`src/rtl/major_state_seq_pkg.sv`:
```
// Shared PDP-8/e major-state encodings and opcode constants for the sequencer,
// pc, ma and the testbenches.
package major_state_seq_pkg;

  typedef enum logic [3:0] {
    ST_F0 = 4'd0,
    ST_F1 = 4'd1,
    ST_F2 = 4'd2,
    ST_F3 = 4'd3,
    ST_D0 = 4'd4,
    ST_D1 = 4'd5,
    ST_D2 = 4'd6,
    ST_D3 = 4'd7,
    ST_E0 = 4'd8,
    ST_E1 = 4'd9,
    ST_E2 = 4'd10,
    ST_E3 = 4'd11,
    ST_H0 = 4'd12
  } state_e;

  localparam logic [2:0] OP_AND = 3'd0;
  localparam logic [2:0] OP_TAD = 3'd1;
  localparam logic [2:0] OP_ISZ = 3'd2;
  localparam logic [2:0] OP_DCA = 3'd3;
  localparam logic [2:0] OP_JMS = 3'd4;
  localparam logic [2:0] OP_JMP = 3'd5;
  localparam logic [2:0] OP_IOT = 3'd6;
  localparam logic [2:0] OP_OPR = 3'd7;

  // Memory-reference instructions (including JMP) go through defer when indirect.
  function automatic logic f3_to_defer(input logic [2:0] op, input logic ind);
    return ind && (op <= OP_JMP);
  endfunction

  function automatic logic f3_to_exec(input logic [2:0] op, input logic ind);
    return !ind && (op <= OP_JMS);
  endfunction

endpackage

```
`src/rtl/major_state_seq_boundary_sel.sv`:
```
// Instruction-boundary resolution: chooses H0 or F0 and whether an interrupt
// is granted. Purely combinational so the front-panel logic can share it.
module boundary_sel
  import major_state_seq_pkg::*;
(
  input  logic [0:11] instruction,
  input  logic        halt_req,
  input  logic        sing_step,
  input  logic        int_req,
  input  logic        int_ena,
  output state_e      next_state,
  output logic        int_grant
);

  logic w_is_hlt;
  logic w_unused_bits;

  // HLT is OPR group 2 (bit 3 set, bit 11 clear) with bit 10 set.
  assign w_is_hlt = (instruction[0:2] == OP_OPR) && instruction[3] &&
                    !instruction[11] && instruction[10];
  assign w_unused_bits = ^instruction[4:9];

  always_comb begin
    next_state = ST_F0;
    int_grant  = 1'b0;
    if (w_is_hlt || halt_req || sing_step) begin
      next_state = ST_H0;
    end else if (int_req && int_ena) begin
      int_grant = 1'b1;
    end
  end

endmodule

```
`src/rtl/major_state_seq.sv`:
```
// PDP-8/e major-state sequencer: fetch/defer/execute/halt cycles, run/halt,
// single-step and interrupt grant at instruction boundaries.
module major_state_seq
  import major_state_seq_pkg::*;
(
  input  logic        clk,
  input  logic        reset,
  input  logic [0:11] instruction,
  input  logic        run_req,
  input  logic        halt_req,
  input  logic        sing_step,
  input  logic        int_req,
  input  logic        int_ena,
  output logic [3:0]  state,
  output logic        running,
  output logic        int_ack,
  output logic        instr_done
);

  state_e     r_state;
  state_e     w_next;
  state_e     w_bnd_state;
  logic       r_running;
  logic       r_int_ack;
  logic       r_instr_done;
  logic       w_bnd_grant;
  logic       w_at_bnd;
  logic       w_done_next;
  logic [2:0] w_op;
  logic       w_ind;

  assign w_op  = instruction[0:2];
  assign w_ind = instruction[3];

  boundary_sel u_boundary_sel (
    .instruction (instruction),
    .halt_req    (halt_req),
    .sing_step   (sing_step),
    .int_req     (int_req),
    .int_ena     (int_ena),
    .next_state  (w_bnd_state),
    .int_grant   (w_bnd_grant)
  );

  always_comb begin
    w_next   = ST_H0;
    w_at_bnd = 1'b0;
    case (r_state)
      ST_F0: w_next = ST_F1;
      ST_F1: w_next = ST_F2;
      ST_F2: w_next = ST_F3;
      ST_F3: begin
        if (f3_to_defer(w_op, w_ind))     w_next = ST_D0;
        else if (f3_to_exec(w_op, w_ind)) w_next = ST_E0;
        else begin
          w_next   = w_bnd_state;
          w_at_bnd = 1'b1;
        end
      end
      ST_D0: w_next = ST_D1;
      ST_D1: w_next = ST_D2;
      ST_D2: w_next = ST_D3;
      ST_D3: begin
        if (w_op == OP_JMP) begin
          w_next   = w_bnd_state;
          w_at_bnd = 1'b1;
        end else begin
          w_next = ST_E0;
        end
      end
      ST_E0: w_next = ST_E1;
      ST_E1: w_next = ST_E2;
      ST_E2: w_next = ST_E3;
      ST_E3: begin
        w_next   = w_bnd_state;
        w_at_bnd = 1'b1;
      end
      ST_H0: w_next = (run_req && !halt_req) ? ST_F0 : ST_H0;
      default: w_next = ST_H0;
    endcase
  end

  // instr_done is registered, so predict whether the state being entered is a
  // boundary cycle; the IR is already stable by the time F3/D3/E3 is entered.
  always_comb begin
    w_done_next = 1'b0;
    case (w_next)
      ST_F3:   w_done_next = !f3_to_defer(w_op, w_ind) && !f3_to_exec(w_op, w_ind);
      ST_D3:   w_done_next = (w_op == OP_JMP);
      ST_E3:   w_done_next = 1'b1;
      default: w_done_next = 1'b0;
    endcase
  end

  always_ff @(posedge clk) begin
    if (reset) begin
      r_state      <= ST_H0;
      r_running    <= 1'b0;
      r_int_ack    <= 1'b0;
      r_instr_done <= 1'b0;
    end else begin
      r_state      <= w_next;
      r_running    <= (w_next != ST_H0);
      r_int_ack    <= w_at_bnd && w_bnd_grant;
      r_instr_done <= w_done_next;
    end
  end

  assign state      = r_state;
  assign running    = r_running;
  assign int_ack    = r_int_ack;
  assign instr_done = r_instr_done;

endmodule

```
`config.mk`:
```
export PLATFORM = sky130hd
export DESIGN_NAME = major_state_seq
export DESIGN_NICKNAME = d
export VERILOG_FILES = /design/src/rtl/major_state_seq_pkg.sv /design/src/rtl/major_state_seq_boundary_sel.sv /design/src/rtl/major_state_seq.sv
export SDC_FILE = /design/constraint.sdc
export NUM_CORES = 1
export LEC_CHECK = 0
export ABC_AREA = 1
export CAP_MARGIN = 20
export CORE_MARGIN = 2
export CORE_UTILIZATION = 30
export CTS_CLUSTER_DIAMETER = 40
export CTS_CLUSTER_SIZE = 28
export DETAILED_ROUTE_END_ITERATION = 7
export PLACE_DENSITY = 0.73
export SYNTH_ARGS = -nofsm -noshare
export SYNTH_HDL_FRONTEND = slang
export SYNTH_SLANG_ARGS = --single-unit
```
`constraint.sdc`:
```
create_clock -name clk -period 1.5 [get_ports clk]
set_input_delay 0.225 -clock clk [delete_from_list [all_inputs] [get_ports clk]]
set_output_delay 0.225 -clock clk [all_outputs]
set_load 0.1 [all_outputs]
```
==> summary.md <==
| Metric | Value |
|---|---|
| Logic gate share of total power | `65.7%` |
| Row cnt | `14` |
| Skew final | `8.555 ps` |
| Adder-Cell Fraction of Synth Area | `0%` |
| Syn_nets | `104` |
| Global-route wire length before repair | `2007 um` |
| GR Util met1 | `15.25%` |
| Run status | `complete, no violations` |
| Crit start category | `input port` |
| Simple logic cell fraction of the synthesized area | `46.70%` |
| Fin. max-slew vios | `0` |
| Fin Setup TNS | `0 ps` |
| Synthesized flop and latch total | `7` |
| CTS Buf Count | `3` |
| Xor/xnor cell area share of the yosys netlist | `0%` |
| GR Util met3 | `3.600%` |
| Post-cts sizing count | `0` |
| Syn_area_per_cell | `6.020 um^2` |
| Wirelength per Cell | `8.904 um` |
| GRT overflow | `0` |
| Largest family of logic cells by synthesized area | `simple AND/OR/NAND/NOR gates` |
| YS warnings | `0` |
| Switch Pwr | `0.0008159 W` |
| Synth Area in Compound Gates | `10.51%` |
| Pwr Total | `0.001525 W` |
| CTS Buffer Depth | `2` |
| Number of DRC markers in iteration 0 | `12` |
| Part of the power in registers | `22.7%` |
| Mux cell area share after synthesis | `0%` |
| Switching share of power | `53.49%` |
| CTS H-tree lvls | `1` |
| Top fanout value on the critical path | `3` |
| Initial Utilization | `32.83%` |
| Worst hold start | `state[3]$_SDFF_PP1_` |
| ANT nets after route | `0` |
| Max-Cap Viols | `0` |
| Worst-Margin Slew | `228.4 ps` |
| Leak pwr | `0.4109 nW` |
| Final Hold Fails | `0` |
| Antenna fix cells | `0` |
| Achievable clock frequency | `0.7965 GHz` |
| Critical Path RT | `1640 ps` |
| # port buffers | `19` |
| GR peak layer | `met2` |
| Die area | `2052 um^2` |
| RSZ-0062 raised after global routing | `false` |
| Residual DRC | `0` |
| Clk_lat worst skew | `260 ps` |
| Sequential element share of the synthesized area | `27.38%` |
| Design area | `832.0 um^2` |
| Post-Syn Area | `511.7 um^2` |
| CP max stage cell | `clkdlybuf4s50_1` |
| Worst r2r src | `state[0]$_SDFF_PP0_` |
| Pin count of the biggest net entering global routing | `7` |
| Hpwl dp | `975.7 um` |
| Met2 Resource Use GR | `22.86%` |
| Internal | `0.0007094 W` |
| CTS Sinks | `7` |
| Vias in the first global route | `518` |
| # hold bufs at CTS | `0` |
| Routed WL | `1113 um` |
| Crit path from | `instruction[3]` |
| GPL Wtd Cong | `0.8061` |
| Max VDD drop | `883.0 uV` |
| DIE HEIGHT | `45.30 um` |
| Yosys cell types | `20` |
| DR vias/cell | `4.624` |
| Worst-path cell chain | `clkdlybuf4s50_1 -> inv_1 -> a21oi_1 -> or2_1 -> nor2_1 -> o31a_1` |
| Pwr/cell area | `1833 nW/um^2` |
| Arr. time, crit path | `1400 ps` |
| Via count | `578` |
| Clock transition at path regs | `60 ps` |
| Layout cell share with drive strength beyond 1 | `27.52%` |
| Synthesis-to-layout area growth | `62.59%` |
| Core Region | `1559 um^2` |
| Tmin final | `1255 ps` |
| Postcts setup bufs | `0` |
| CP max stage delay | `480 ps` |
| DRT Pass-1 Iters | `4` |
| IO Pins | `26` |
| CP Class | `input port to register` |
| Chip Width | `45.30 um` |
| Initial antenna violation count | `0` |
| Final net count | `129` |
| CTS tree | `done` |
| Final setup viols | `0` |
| Relative slew slack | `84.78%` |
| Placed cell area | `804.5 um^2` |
| Endpoint class of the critical path | `register` |
| Most frequent cells in the layout | `18 x inv_1, 18 x nand2_1, 12 x clkdlybuf4s50_1` |
| Final Cycle Share | `83.70%` |
| GRT Util Overall | `13.96%` |
| Root buffer cell | `clkbuf_4` |
| Hold Path Class | `register to register` |
| Gate Count Post-Synth | `85` |
| Clk pwr share | `11.6%` |
## registers in the layout, indices dropped and copies added (netlist names)
name,cells
int_ack,1
running,1
state,4
instr_done,1
## worst paths after layout
check | to | slack (ps) | depth (start not counted)
setup / recovery | int_ack$_SDFF_PP0_ | 240 | 6
hold reg to reg | state[0]$_SDFF_PP0_ | 560 | 3
setup reg to reg | running$_SDFF_PP0_ | 310 | 9
hold / removal | state[0]$_SDFF_PP0_ | 560 | 3
## power by group through the flow
stage	registers [W]	logic, W	clock network, W
6_report	0.000347	0.00100	0.000177
4_1_cts	0.000349	0.00101	0.000186
3_5_place_dp	0.000353	0.00101	0
5_1_grt	0.000361	0.00107	0.000195
3_3_place_gp	0.000348	0.000994	0
2_1_floorplan	0.000719	0.000289	0
## area by class of cell
| type | instances | area (um^2) |
|---|---|---|
| sequential | 7 | 145.1 |
| inverter | 21 | 78.83 |
| timing repair buffer | 20 | 267.8 |
| multi-input combinational | 57 | 292.8 |
| tap | 16 | 20.02 |
| fill | 156 | 726.9 |
| clock buffer | 3 | 22.52 |
| clock inverter | 1 | 5.005 |
## logic make-up after synthesis
family                 Yosys count
and+or+nand+nor                 49
buffers and inverters           21
AOI/OAI and AO/OA                8
DFF                              7
## worst max-delay path: cells and delay by family
kind	cells	cell delay [ps]
buf+inv	2	530
compound gates	2	420
simple gates	2	220
## through the flow
stage / instances / hold WS, ps / utilization [%] / setup WS [ps]
finish: 125 / 564.5 / 53.37 / 244.5
floorplan: 85 / 287.4 / - / 52.44
global placement: 121 / 552.2 / 51.61 / 8.488
global route: 125 / 593.0 / 53.37 / 118.1
CTS: 125 / 572.3 / 53.37 / 253.2
detailed placement: 121 / 559.4 / 51.61 / -24.96
## routing by layer
layer	up-vias	part of all wire [%]
li1	308	-
met1	250	42
met2	18	51
met3	2	5.1
met4	0	1.7
met5	-	0
## cells in the mapped netlist
cell type	number	area [um^2]
inv_1	18	67.56
nand2_1	18	67.56
nand3_1	8	40.04
nor2_1	8	30.03
dfxtp_1	7	140.1
nand2_2	4	25.02
nor2_2	4	25.02
o21ai_0	3	15.01
a21oi_2	2	17.52
inv_2	2	7.510
nand4_1	2	12.51
a21oi_1	1	5.000
clkinv_1	1	3.750
nand3_2	1	10.01
nor2_4	1	11.26
nor3_1	1	5.000
nor4_1	1	6.260
o211ai_1	1	7.510
o31a_1	1	8.760
or2_1	1	6.260
(Power assumes the default switching activity.)
